===== config.mk =====
export PLATFORM = sky130hd
export DESIGN_NAME = seq_divider
export DESIGN_NICKNAME = d
export VERILOG_FILES = /design/src/rtl/alu_pkg.sv /design/src/rtl/seq_divider_div_step.sv /design/src/rtl/seq_divider.sv
export SDC_FILE = /design/constraint.sdc
export NUM_CORES = 1
export LEC_CHECK = 0
export BUFFER_PORTS_ARGS = -buffer_cell sky130_fd_sc_hd__buf_2
export CAP_MARGIN = 0
export CELL_PAD_IN_SITES_DETAIL_PLACEMENT = 1
export CELL_PAD_IN_SITES_GLOBAL_PLACEMENT = 2
export CORE_ASPECT_RATIO = 1.4
export CORE_MARGIN = 4
export CORE_UTILIZATION = 39
export DETAILED_ROUTE_END_ITERATION = 12
export PLACE_DENSITY = 0.95
export SETUP_SLACK_MARGIN = 0.15
export SKIP_CTS_REPAIR_TIMING = 1
export SYNTH_ARGS = -nofsm -noshare
export SYNTH_HDL_FRONTEND = slang
export SYNTH_SLANG_ARGS = --single-unit

===== constraint.sdc =====
create_clock -name clk -period 5.86 [get_ports clk]
set_input_delay 1.172 -clock clk [delete_from_list [all_inputs] [get_ports clk]]
set_output_delay 1.172 -clock clk [all_outputs]
set_load 0.03 [all_outputs]

===== src/rtl/alu_pkg.sv =====
// Shared widths and FSM encoding for the sequential divider.
// Signed support in seq_divider is compiled only with SEQ_DIVIDER_SIGNED_EN.
package alu_pkg;

  localparam int DATA_W     = 32;
  localparam int STEP_CNT_W = 6;

  localparam logic [STEP_CNT_W-1:0] LAST_STEP = STEP_CNT_W'(DATA_W - 1);

  typedef enum logic [1:0] {
    IDLE  = 2'd0,
    RUN   = 2'd1,
    FIXUP = 2'd2,
    DONE  = 2'd3
  } div_state_t;

endpackage


===== src/rtl/seq_divider_div_step.sv =====
// One combinational restoring-division iteration: shift {rem,quo} left,
// trial-subtract the divisor, keep the difference or restore.
module div_step
  import alu_pkg::*;
(
  input  logic [DATA_W-1:0] rem,
  input  logic [DATA_W-1:0] quo,
  input  logic [DATA_W-1:0] divisor,
  output logic [DATA_W-1:0] next_rem,
  output logic [DATA_W-1:0] next_quo
);

  logic [DATA_W:0] partial;
  logic [DATA_W:0] diff;
  logic            borrow;
  logic            unused_diff_msb;

  // The partial remainder is 33 bits wide; the extra top bit of the result is the borrow.
  assign partial = {rem, quo[DATA_W-1]};
  assign {borrow, diff} = {1'b0, partial} - {2'b00, divisor};

  assign next_rem = borrow ? partial[DATA_W-1:0] : diff[DATA_W-1:0];
  assign next_quo = {quo[DATA_W-2:0], ~borrow};

  assign unused_diff_msb = diff[DATA_W];

endmodule


===== src/rtl/seq_divider.sv =====
// Sequential 32-bit restoring divider with fixed 33-cycle latency.
// Define SEQ_DIVIDER_SIGNED_EN to add two's-complement operation via signed_op.
module seq_divider
  import alu_pkg::*;
(
  input  logic              clk,
  input  logic              rst_n,
  input  logic              start,
  input  logic [DATA_W-1:0] dividend,
  input  logic [DATA_W-1:0] divisor,
  input  logic              signed_op,
  output logic [DATA_W-1:0] quotient,
  output logic [DATA_W-1:0] remainder,
  output logic              busy,
  output logic              done,
  output logic              div_by_zero,
  output logic              overflow
);

  div_state_t            state, next_state;
  logic [STEP_CNT_W-1:0] count;
  logic [DATA_W-1:0]     rem_r, quo_r, divisor_r;
  logic [DATA_W-1:0]     step_rem, step_quo;
  logic [DATA_W-1:0]     dividend_mag, divisor_mag;
  logic                  accept;

  div_step u_step (
    .rem      (rem_r),
    .quo      (quo_r),
    .divisor  (divisor_r),
    .next_rem (step_rem),
    .next_quo (step_quo)
  );

  assign accept = start && (state == IDLE || state == DONE);
  assign busy   = (state == RUN) || (state == FIXUP);
  assign done   = (state == DONE);

`ifdef SEQ_DIVIDER_SIGNED_EN
  logic              dividend_neg, divisor_neg;
  logic              neg_quo, neg_rem, ovf_pend;
  logic [DATA_W-1:0] dividend_raw;

  assign dividend_neg = signed_op && dividend[DATA_W-1];
  assign divisor_neg  = signed_op && divisor[DATA_W-1];
  assign dividend_mag = dividend_neg ? -dividend : dividend;
  assign divisor_mag  = divisor_neg  ? -divisor  : divisor;
`else
  logic unused_signed_op;

  assign unused_signed_op = signed_op;
  assign dividend_mag     = dividend;
  assign divisor_mag      = divisor;
`endif

  always_ff @(posedge clk or negedge rst_n) begin
    if (!rst_n) state <= IDLE;
    else        state <= next_state;
  end

  always_comb begin
    next_state = state;
    case (state)
      IDLE:    if (start) next_state = RUN;
      RUN:     if (count == LAST_STEP) next_state = FIXUP;
      FIXUP:   next_state = DONE;
      DONE:    next_state = start ? RUN : IDLE;
      default: next_state = IDLE;
    endcase
  end

  // Datapath: capture on accept, iterate in RUN, publish results on FIXUP->DONE.
  always_ff @(posedge clk or negedge rst_n) begin
    if (!rst_n) begin
      count       <= '0;
      rem_r       <= '0;
      quo_r       <= '0;
      divisor_r   <= '0;
      quotient    <= '0;
      remainder   <= '0;
      div_by_zero <= 1'b0;
      overflow    <= 1'b0;
`ifdef SEQ_DIVIDER_SIGNED_EN
      neg_quo      <= 1'b0;
      neg_rem      <= 1'b0;
      ovf_pend     <= 1'b0;
      dividend_raw <= '0;
`endif
    end else if (accept) begin
      count       <= '0;
      rem_r       <= '0;
      quo_r       <= dividend_mag;
      divisor_r   <= divisor_mag;
      div_by_zero <= 1'b0;
      overflow    <= 1'b0;
`ifdef SEQ_DIVIDER_SIGNED_EN
      neg_quo      <= dividend_neg ^ divisor_neg;
      neg_rem      <= dividend_neg;
      ovf_pend     <= signed_op && (dividend == {1'b1, {(DATA_W-1){1'b0}}}) &&
                      (divisor == {DATA_W{1'b1}});
      dividend_raw <= dividend;
`endif
    end else if (state == RUN) begin
      rem_r <= step_rem;
      quo_r <= step_quo;
      if (count != LAST_STEP) count <= count + 1'b1;
    end else if (state == FIXUP) begin
      div_by_zero <= (divisor_r == '0);
`ifdef SEQ_DIVIDER_SIGNED_EN
      if (divisor_r == '0) begin
        quotient  <= '1;
        remainder <= dividend_raw;
      end else begin
        quotient  <= neg_quo ? -quo_r : quo_r;
        remainder <= neg_rem ? -rem_r : rem_r;
        overflow  <= ovf_pend;
      end
`else
      // Restoring division by zero naturally yields all-ones and the dividend.
      quotient  <= quo_r;
      remainder <= rem_r;
`endif
    end
  end

endmodule


==> run summary <==
Fin. max-slew vios: 0
Hold Crit Class: register to register
Area delta synth->final: 17.39%
HPWL after DPL: 17,280 um
Fillcell total: 2,598
Vias: 7,240
Setup TNS: 0 ps
CTS tree: yes
Final nets: 1,131
Cell area after synthesis: 8937 sq um
Post-layout minimum cycle time: 3739 ps
WL final: 24,930 um
Peak Freq: 0.2674 GHz
Yosys warns: 0
Crit path launch type: register
Worst R2R Setup Slack: 2120 ps
Crit Path Class: register to register
Final GP Congestion: 0.8426
Slew @ Worst Pin: 1076 ps
Initial Util: 39.67%
Mapped Avg Cell Area: 9.757 sq um
Ys flop type: dfrtp_1
Ys async rst share: 100.0%
Hold Crit Endpoint: remainder[22]
Slew HR: 28.28%
Synth Register Bits: 169
Ports: 136
Top cell type's share of synthesized area: 47.32%
Post-route setup slack: 2121 ps
Max Cap Viol: 0
Dominant cell type by area after synthesis: dfrtp_1
I/O Buffers: 133
Reg-to-reg endpoint: rem_r[1]
WL/cell: 18.56 um
CTS root buffer: clkbuf_16
GRT overflow: 0
R2R cell count: 11
Status: complete, no violations
Gr usage total: 20.40%
DP Worst Slack: 2171 ps
R2R Path Start: rem_r[13]
First-pass GRT wire length: 41,280 um
Post-route clock period utilization: 63.81%
Clock Pin Slew Worst Setup and Hold Paths: 70 ps
H-tree levels: 4
WL met3: 715 um
Clock skew: 10.50 ps
Crit-path max FO: 15
Arrival time worst endpoint: 4100 ps
Clock buffer depth: 2
Post-Syn Nets: 1,023
Row count: 65
CP Data Required Time: 6220 ps
Num CTS Buffers: 17
Initial antenna violation count: 6
Detailed Route Iter0 Violations: 404
Vias per inst: 5.391
Share of cells above drive strength 1: 23.94%
Vias in the first global route: 7,781
Type of destination of the critical path: register
Synth area leaders: dfrtp_1 47%, mux2_2 8.1%, ha_1 5.3%, nand2_1 4.8%, o21ai_0 4.5%
Unrepaired setup endpoints after global routing: no
DRT antenna net count: 0
Sink Count: 169
Yosys cell types: 59
DR WL met2: 13,220 um
Total core area: 22,530 sq um
Hold Startpoint: remainder[22]
Die area: 25,440 sq um
Synthesized instance count: 916
Wl on met1: 10,170 um
Clk Latency, worst-skew pair: 440 ps
Drt first pass iters: 4
Top routing layer used: met4
Hold depth: 2
Seq/Total Area, Yosys: 47.32%
Final hold violation count: 0
Post-route DRC: 0
Largest net degree at the start of global routing: 97
Final setup viols: 0
Die Width: 135.9 um
Die Y: 187.1 um
Number of synthesized flops with an enable pin: 0
-- state kept, by name (all words and copies together), names as in the netlist --
register,count
divisor_r,32
remainder,32
count,6
quo_r,32
rem_r,32
div_by_zero,1
quotient,32
state,2
-- area by class of cell --
cell class	count	area, sq um	share of cell area [%]
Antenna cell	6	15.01	0.1431
Clock buffer	20	466.7	4.448
Clock inverter	11	158.9	1.515
Inverter	49	183.9	1.753
Multi-Input combinational cell	648	4344	41.41
Sequential cell	169	4229	40.31
Tap cell	301	376.6	3.590
Timing Repair Buffer	139	716.9	6.834
-- how the worst max path moves through the flow --
stage,startpoint,endpoint,slack [ps],cells after the start
2_1_floorplan,rem_r[17],rem_r[1],3200,10
3_3_place_gp,divisor_r[1],rem_r[1],2190,12
3_5_place_dp,rem_r[13],rem_r[1],2170,11
4_1_cts,rem_r[13],rem_r[1],2130,11
5_1_grt,divisor_r[10],rem_r[1],1890,11
6_report,rem_r[13],rem_r[1],2120,11
-- metal layers --
layer	track usage, %	vias up
met5	0	-
met1	24.33	3654
met2	36.23	125
li1	-	3417
met3	3.095	44
met4	8.495	0
-- synth_stat cells, drive strengths merged, types with 5 or more instances --
library cell and number:
dfrtp 169, nand2 115, o21ai 84, nor2 70
a21oi 66, mux2 66, inv 49, ha 38
mux2i 36, a31oi 28, clkbuf 27, buf 23
xnor2 16, nand3 15, a21o 11, nand4 10
and3 9, nor4 9, xor2 9, o21bai 6
and2 5, nand2b 5
-- cell families (layout without fill, tap and decap cells) --
logic type               count (synthesis)  count (layout)  synth area share [%]
AO/OA/AOI/OAI                          229             229                 15.26
XOR/XNOR                                25              25                 2.450
adder cells (fa/ha/maj)                 39              39                 5.544
buffers and inverters                   99             219                 4.564
flip-flops                             169             169                 47.32
multiplexers                           102             102                 12.39
other                                    1               7               0.04196
AND/OR/NAND/NOR                        252             252                 12.43
-- worst max-delay path, stage by stage (launching register included) --
cell and delay, ps:
dfrtp_1 440, ha_1 390, a21o_1 200, a21oi_1 140
nor2b_1 60, a311oi_1 300, nand2_2 180, a31oi_4 390
o31a_1 750, buf_4 370, mux2_4 330, a21oi_2 120
-- placed cells by master (no fill, tap or decap), types with 5 or more instances in the layout --
master and n:
o21bai_1 6, nand2_1 114, o21ai_0 80, diode_2 6, a21oi_1 65, inv_1 49
dfrtp_1 169, buf_2 132, and3_1 9, ha_1 37, inv_6 5, nor4_1 9
nor2_1 69, a21o_1 11, a31oi_1 27, nand3_1 15, mux2_2 64, clkbuf_16 17
xor2_1 9, xnor2_1 16, buf_4 6, nand4_1 10, mux2i_1 36
-- stage by stage --
step           std cells  instance area (sq um)  utilization (%)  hold WS (ps)
4_1_cts             1337                  10480            46.50         491.9
6_report            1343                  10490            46.57         482.4
3_5_place_dp        1306                   9851            43.73         476.0
5_1_grt             1343                  10490            46.57         509.5
3_3_place_gp        1306                   9851            43.73         464.3
2_1_floorplan        916                   8937                -         473.6
Power is not shown: default switching activity piles up to over one toggle a cycle in this logic, so the estimate is an artifact.
